File: src/rtl/fd_pipeline_register_pkg.sv
// Shared types and constants for the fetch/decode pipeline register.
// Holds the default field width, the bubble encoding and the stage bundle layout.
package fd_pipeline_register_pkg;

  localparam int FD_XLEN = 32;
  localparam logic [FD_XLEN-1:0] FD_NOP_INSTR = 32'h0000_0000;

  typedef struct packed {
    logic [FD_XLEN-1:0] pc;
    logic [FD_XLEN-1:0] instruction;
    logic               valid;
  } fd_bundle_t;

  // Bubble keeps the PC so a redirected slot still carries a meaningful address.
  function automatic fd_bundle_t fd_bubble(input logic [FD_XLEN-1:0] pc,
                                           input logic [FD_XLEN-1:0] nop);
    fd_bundle_t b;
    b.pc          = pc;
    b.instruction = nop;
    b.valid       = 1'b0;
    return b;
  endfunction

endpackage

File: src/rtl/fd_pipeline_register_slice.sv
// Generic register slice: async reset value, load enable, synchronous clear-to-value.
// Latency 1 clock; ld_en=0 holds contents, clr overrides hold.
// Backpressure: caller deasserts ld_en to stall; no internal buffering.
module pipe_reg_slice #(
  parameter int           W       = 1,
  parameter logic [W-1:0] RST_VAL = '0
) (
  input  logic         clk,
  input  logic         rst_n,
  input  logic         ld_en,
  input  logic         clr,
  input  logic [W-1:0] clr_val,
  input  logic [W-1:0] d,
  output logic [W-1:0] q
);

  always_ff @(posedge clk or negedge rst_n) begin
    if (!rst_n) begin
      q <= RST_VAL;
    end else if (clr) begin
      q <= clr_val;
    end else if (ld_en) begin
      q <= d;
    end
  end

endmodule

File: src/rtl/fd_pipeline_register.sv
// Fetch->decode pipeline register; flush port compiled in only with FD_FLUSH_EN.
// Latency 1 clock, all outputs straight from flops.
// Backpressure: stall holds contents; flush (when present) wins over stall and inserts a bubble.
module fd_pipeline_register
  import fd_pipeline_register_pkg::*;
#(
  // Must match FD_XLEN: the stage bundle layout is fixed by the package.
  parameter int              XLEN      = FD_XLEN,
  parameter logic [XLEN-1:0] NOP_INSTR = FD_NOP_INSTR
) (
  input  logic            clk,
  input  logic            rst_n,
  input  logic [XLEN-1:0] pc_value_next,
  input  logic [XLEN-1:0] next_instruction,
  input  logic            valid_next,
  input  logic            stall,
`ifdef FD_FLUSH_EN
  input  logic            flush,
`endif
  output logic [XLEN-1:0] pc_value,
  output logic [XLEN-1:0] instruction,
  output logic            valid
);

  localparam int BW = $bits(fd_bundle_t);
  localparam logic [BW-1:0] RST_BUNDLE = {{XLEN{1'b0}}, NOP_INSTR, 1'b0};

  fd_bundle_t d_bundle;
  fd_bundle_t clr_bundle;
  fd_bundle_t q_bundle;
  logic       clr;

  always_comb begin
    d_bundle             = '0;
    d_bundle.pc          = pc_value_next;
    d_bundle.instruction = next_instruction;
    d_bundle.valid       = valid_next;
  end

`ifdef FD_FLUSH_EN
  assign clr        = flush;
  assign clr_bundle = fd_bubble(pc_value_next, NOP_INSTR);
`else
  assign clr        = 1'b0;
  assign clr_bundle = RST_BUNDLE;
`endif

  pipe_reg_slice #(
    .W       (BW),
    .RST_VAL (RST_BUNDLE)
  ) u_slice (
    .clk     (clk),
    .rst_n   (rst_n),
    .ld_en   (~stall),
    .clr     (clr),
    .clr_val (clr_bundle),
    .d       (d_bundle),
    .q       (q_bundle)
  );

  assign pc_value    = q_bundle.pc;
  assign instruction = q_bundle.instruction;
  assign valid       = q_bundle.valid;

endmodule

File: config.mk
export PLATFORM = sky130hd
export DESIGN_NAME = fd_pipeline_register
export DESIGN_NICKNAME = d
export VERILOG_FILES = /design/src/rtl/fd_pipeline_register_pkg.sv /design/src/rtl/fd_pipeline_register_slice.sv /design/src/rtl/fd_pipeline_register.sv
export SDC_FILE = /design/constraint.sdc
export NUM_CORES = 1
export LEC_CHECK = 0
export ABC_CLOCK_PERIOD_IN_PS = 1700
export BUFFER_PORTS_ARGS = -buffer_cell sky130_fd_sc_hd__buf_2
export CELL_PAD_IN_SITES_DETAIL_PLACEMENT = 0
export CELL_PAD_IN_SITES_GLOBAL_PLACEMENT = 1
export CORE_UTILIZATION = 38
export DETAILED_ROUTE_END_ITERATION = 6
export PLACE_DENSITY = 0.82
export SLEW_MARGIN = 20
export SYNTH_ARGS = -nofsm -noshare
export SYNTH_HDL_FRONTEND = slang
export SYNTH_SLANG_ARGS = --single-unit
export TNS_END_PERCENT = 50
File: constraint.sdc
create_clock -name clk -period 1.7 [get_ports clk]
set_input_delay 0.255 -clock clk [delete_from_list [all_inputs] [get_ports clk]]
set_output_delay 0.255 -clock clk [all_outputs]
set_load 0.02 [all_outputs]
==> reports/qor.txt, run 1 <==
layout cell share with drive strength beyond 1 -> 0.767
drt pass-1 iters -> 6
die area -> 7230 um^2
via count -> 1663
final instance area -> 3590 um^2
row cnt -> 29
synthesized flop and latch total -> 65
Clk pin slew, worst setup/hold paths -> 0.08 ns
routability congestion estimate -> 0.705
Post-Syn Area -> 2620 um^2
Mapped Cells -> 137
Regs by FF count -> u_slice.q: 65 flops
Crit Path Max Fanout -> 2
Required @ worst endpoint -> 1.44 ns
Largest Register -> u_slice.q
run status -> complete, but fails checks
Setup crit start kind -> flop
most common cell after layout, fill and taps aside -> buf_2
CTS tree -> built
top cell family by delay on the critical path -> flip-flops
slowest stage cell, crit path -> dfrtp_1
first-pass GRT wire length -> 8.89 mm
Die X-Extent -> 85.0 um
relative slew slack -> 0.781
pwr dens -> 1090 nW/um^2
maximum number of pins on one net before global-route repair -> 63
Hold Path Class -> input pin to flop
count of different cell masters after synthesis -> 5
Cell Chain, Critical Path -> buf_2
most frequent cells in the layout -> buf_2, dfrtp_1, mux2_4, mux2_2, clkbuf_8
Cell Count, Final, Fillers Out -> 360
Setup TNS -> 0 ns
gr usage total -> 0.165
Sink Count -> 65
ANT cells -> 0
Avg WL per Cell -> 15.4 um
Max-Cap Viols -> 0
Largest register FFs -> 65
die height -> 85.0 um
Initial Util -> 0.403
Period minus WS final -> 1.16 ns
DP Wirelength -> 3.89 mm
sequential cell area fraction in the yosys report -> 0.621
final worst-path cycle share -> 0.682
Setup Viol. Count Final -> 0
Area growth, synth to finish -> 36.9%
Worst setup EP type -> output pin
Warnings, synthesis -> 0
final wirelength -> 5.54 mm
DRC -> 1
worst-margin pin slew -> 0.329 ns
RSZ-0062 raised after global routing -> no
CP max stage delay -> 0.40 ns
syn avg cell area -> 19.1 um^2
H-tree depth -> 3
fin. max-slew vios -> 0
Worst Skew -> 0 ns
Data arrival, critical path -> 0.90 ns
Post-Place Cells -> 343
critical path class -> flop to output pin
1st-iter DRT viols -> 58
Top Ports -> 133
PortBufs -> 132
syn nets -> 205
Leak -> 0.00189 uW
NumNets Final -> 346
endpoints failing hold -> 0
grt ovf -> 0
clock root buffer -> clkbuf_8
Clock Path Buffers -> 2
post-route ant nets -> 0
Inserted Clock Buffers -> 9
initial antenna violation count -> 0
Max Freq -> 863 MHz
Buf/Inv on CP -> 1
vias in the first global route -> 1663
failing checks -> DRC
Vias per Instance -> 4.62
maximum VDD drop -> 0.000493 V
area of the core -> 6490 um^2
placed cell area -> 3370 um^2
clk_lat worst skew -> 0.33 ns
metal layers:
| layer | up-vias | track usage | wire length (um) | part of all wire |
|---|---|---|---|---|
| li1 | 763 | - | - | - |
| met2 | 84 | 0.244 | 2500 | 0.45 |
| met1 | 807 | 0.220 | 2530 | 0.46 |
| met4 | 0 | 0.0555 | 69 | 0.012 |
| met3 | 9 | 0.0710 | 441 | 0.080 |
| met5 | - | 0 | 0 | 0 |
timing repair:
action | 4_1_cts | 5_1_grt
resized for setup | 0 | 0
hold buffers | 1 | 0
endpoints found under the hold margin | 65 | 0
setup buffers | 0 | 0
final cells by class:
cell class / instances / area [um^2]
flip-flops and latches: 65 / 1630
clock buffers: 10 / 138
repair buffers: 137 / 741
fillers: 545 / 2910
well taps: 77 / 96.3
clock inverters: 6 / 65.1
multi-input cells: 65 / 920
report_power, final:
| part | switching, uW | internal [uW] |
|---|---|---|
| combinational | 394 | 382 |
| sequential | 79.7 | 1700 |
| clock | 627 | 719 |
| total | 1100 | 2800 |
cells in the mapped netlist:
cell	instances	area [um^2]
buf_2	1	5.00
dfrtp_1	65	1630
mux2_4	50	751
mux2_2	15	169
buf_6	6	67.6
path summary, 6_finish.rpt:
| kind | start | endpoint | slack [ns] | cells past startpoint |
|---|---|---|---|---|
| max | u_slice.q[42]$_DFFE_PN0N_ | pc_value[9] | 0.54 | 1 |
| min | next_instruction[16] | u_slice.q[17]$_DFFE_PN0N_ | 0.14 | 2 |
| max reg2reg | u_slice.q[11]$_DFFE_PN0N_ | u_slice.q[11]$_DFFE_PN0N_ | 0.93 | 1 |
| min reg2reg | u_slice.q[10]$_DFFE_PN0N_ | u_slice.q[10]$_DFFE_PN0N_ | 0.50 | 1 |
| max in group asynchronous | rst_n | u_slice.q[10]$_DFFE_PN0N_ | 0.92 | 3 |
| min in group asynchronous | rst_n | u_slice.q[52]$_DFFE_PN0N_ | 0.25 | 2 |
stage by stage:
step	hold slack, ns	utilization	power [uW]	setup WS, ns
detailed placement	0.0725	0.519	2590	0.427
CTS	0.120	0.552	3970	0.519
global route	0.113	0.552	4100	0.489
floorplan	-0.0406	-	2280	0.733
finish	0.138	0.552	3900	0.541
global placement	0.0712	0.519	2580	0.441
logic make-up after synthesis:
family / Yosys count / share of synthesized area
buffers and inverters: 7 / 0.0277
flip-flops: 65 / 0.621
multiplexers: 65 / 0.351
No activity file was read; power rests on OpenSTA's default activity.
==> inputs of run 2 (changes only) <==
--- a/config.mk
+++ b/config.mk
@@ -5,13 +5,13 @@
 export SDC_FILE = /design/constraint.sdc
 export NUM_CORES = 1
 export LEC_CHECK = 0
-export ABC_CLOCK_PERIOD_IN_PS = 1700
+export ABC_CLOCK_PERIOD_IN_PS = 900
 export BUFFER_PORTS_ARGS = -buffer_cell sky130_fd_sc_hd__buf_2
 export CELL_PAD_IN_SITES_DETAIL_PLACEMENT = 0
 export CELL_PAD_IN_SITES_GLOBAL_PLACEMENT = 1
-export CORE_UTILIZATION = 38
+export CORE_UTILIZATION = 32
 export DETAILED_ROUTE_END_ITERATION = 6
-export PLACE_DENSITY = 0.82
+export PLACE_DENSITY = 0.74
 export SLEW_MARGIN = 20
 export SYNTH_ARGS = -nofsm -noshare
 export SYNTH_HDL_FRONTEND = slang
==> constraint.sdc (replaced) <==
create_clock -name clk -period 0.9 [get_ports clk]
set_input_delay 0.135 -clock clk [delete_from_list [all_inputs] [get_ports clk]]
set_output_delay 0.135 -clock clk [all_outputs]
set_load 0.02 [all_outputs]
==> run 2 against run 1 <==
The run ends with setup timing left. Critical endpoint is now instruction[16]. Worst setup slack got worse by 0.66 ns. Cell area increased by 17%. Via count up 5.1%. Register-to-register slack got worse by 1.0 ns. Combinational power grew 150%. Sequential power is 93% higher. Highest routed layer unchanged. Wire length rose by 9.3%. Global-route usage fell by 2.9 points. Critical path depth is the same.
==> reports/qor.txt, run 2 (synthesis results as in run 1) <==
run status -> complete, but fails checks
failing checks -> setup timing
1st-iter DRT viols -> 25 (-57%)
Clk pin slew, worst setup/hold paths -> 0.08 ns (about the same)
CTS tree -> built
pwr dens -> 1920 nW/um^2 (+76%)
Period minus WS final -> 1.02 ns
Cell Chain, Critical Path -> buf_6
first-pass GRT wire length -> 8.60 mm (-3.3%)
Max-Cap Viols -> 0 (unchanged)
worst-margin pin slew -> 0.334 ns (+0.00488 ns)
Die X-Extent -> 92.5 um (+8.8%)
PortBufs -> 132 (unchanged)
ANT cells -> 0 (unchanged)
die height -> 92.5 um (+8.8%)
die area -> 8550 um^2 (+18%)
Layout Utilization -> 0.538 (-0.0138)
most frequent cells in the layout -> buf_2, dfrtp_1, buf_6, mux2_4, buf_4
grt ovf -> 0 (unchanged)
CP max stage delay -> 0.41 ns (about the same)
Required @ worst endpoint -> 0.76 ns (-0.68 ns)
NumNets Final -> 374 (+8.1%)
top cell family by delay on the critical path -> flip-flops
maximum number of pins on one net before global-route repair -> 66 (+4.8%)
Inserted Clock Buffers -> 9 (unchanged)
DRC -> 0 (-1)
Worst R2R Path Depth -> 3 (+2)
Leak -> 0.00214 uW (+13%)
routability congestion estimate -> 0.658 (-6.7%)
Setup crit start kind -> flop
clock root buffer -> clkbuf_8
DP Wirelength -> 3.92 mm (+0.94%)
Hold Path Class -> input pin to flop
Max Freq -> 980 MHz
area of the core -> 7810 um^2 (+20%)
via count -> 1748 (+5.1%)
relative slew slack -> 0.778 (-0.00326)
overall power -> 8050 uW (+110%)
Crit Reg-Reg Startpoint -> u_slice.q[54]$_DFFE_PN0N_
Avg WL per Cell -> 14.7 um (-4.8%)
layout cell share with drive strength beyond 1 -> 0.775 (+0.00814)
final instance area -> 4200 um^2 (+17%)
hold_sp -> next_instruction[17]
Largest Register -> u_slice.q
maximum VDD drop -> 0.000791 V (+60%)
Buf/Inv on CP -> 1 (unchanged)
clk_lat worst skew -> 0.32 ns (about the same)
RSZ-0062 raised after global routing -> yes
Vias per Instance -> 4.23 (-8.4%)
Final WS setup -> -0.120 ns (-0.661 ns)
Data arrival, critical path -> 0.89 ns (about the same)
row cnt -> 32 (+10%)
hold_ws -> 0.0262 ns (-0.111 ns)
most common cell after layout, fill and taps aside -> buf_2
drt pass-1 iters -> 3 (-3)
Worst Skew -> 0 ns (unchanged)
gr usage total -> 0.136 (-0.0293)
hold path cells -> 2 (unchanged)
Setup Viol. Count Final -> 69 (+69)
final worst-path cycle share -> 1.13
Setup crit start -> u_slice.q[17]$_DFFE_PN0N_
post-route ant nets -> 0 (unchanged)
vias in the first global route -> 1763 (+6.0%)
initial antenna violation count -> 0 (unchanged)
Area growth, synth to finish -> 60.5%
Largest register FFs -> 65 (unchanged)
slowest stage cell, crit path -> dfrtp_1
Crit Path Max Fanout -> 2 (unchanged)
Worst setup EP type -> output pin
Fill cells -> 661 (+21%)
Initial Util -> 0.335 (-0.0678)
Clock Path Buffers -> 2 (unchanged)
Regs by FF count -> u_slice.q: 65 flops
Top Ports -> 133 (unchanged)
area occupied by multi-input gates -> 920 um^2 (unchanged)
critical path class -> flop to output pin
fin. max-slew vios -> 0 (unchanged)
storage element area -> 1630 um^2 (unchanged)
Sink Count -> 65 (unchanged)
placed cell area -> 3440 um^2 (+1.9%)
final wirelength -> 6.05 mm (+9.3%)
H-tree depth -> 3 (unchanged)
critical path depth -> 1 (unchanged)
endpoints failing hold -> 0 (unchanged)
==> run 2: final cells by class <==
type | count | share of cell area
timing repair buffer | 165 | 0.312
clock inverter | 7 | 0.0223
clock buffer | 9 | 0.0295
multi-input combinational | 65 | 0.219
sequential | 65 | 0.387
tap | 102 | 0.0304
==> run 2: per-stage QoR <==
step                instances  setup TNS [ns]  setup slack (ns)
finish                    413           -6.58            -0.120
global route              413          -10.06            -0.171
CTS                       393           -8.42            -0.145
detailed placement        369           -3.12           -0.0845
global placement          369           -2.77           -0.0716
floorplan                 137               0            0.0525
==> run 2: path summary, 6_finish.rpt <==
kind / slack [ns] / endpoint
hold reg to reg: 0.50 / u_slice.q[4]$_DFFE_PN0N_
hold / removal: 0.03 / u_slice.q[18]$_DFFE_PN0N_
setup reg to reg: -0.10 / u_slice.q[54]$_DFFE_PN0N_
min in group asynchronous: 0.34 / u_slice.q[3]$_DFFE_PN0N_
max in group asynchronous: 0.28 / u_slice.q[41]$_DFFE_PN0N_
setup / recovery: -0.12 / instruction[16]
==> run 2: power breakdown <==
group	total, uW	internal [uW]	switching (uW)
registers	3430	3210	211
logic	1930	1140	792
clock network	2690	1560	1140
==> run 2: per-layer routing <==
| metal | global-route usage | share of wire |
|---|---|---|
| met1 | 0.155 | 0.39 |
| met2 | 0.223 | 0.53 |
| met3 | 0.0599 | 0.072 |
| met4 | 0.0547 | 0.0073 |
| met5 | 0 | 0 |
==> run 2: timing repair <==
item	CTS	global route
endpoints found under the setup margin	65	70
buffers inserted	7	16
gates resized for setup	68	37
gates cloned	0	0
hold buffers	1	4
endpoints found under the hold margin	65	4
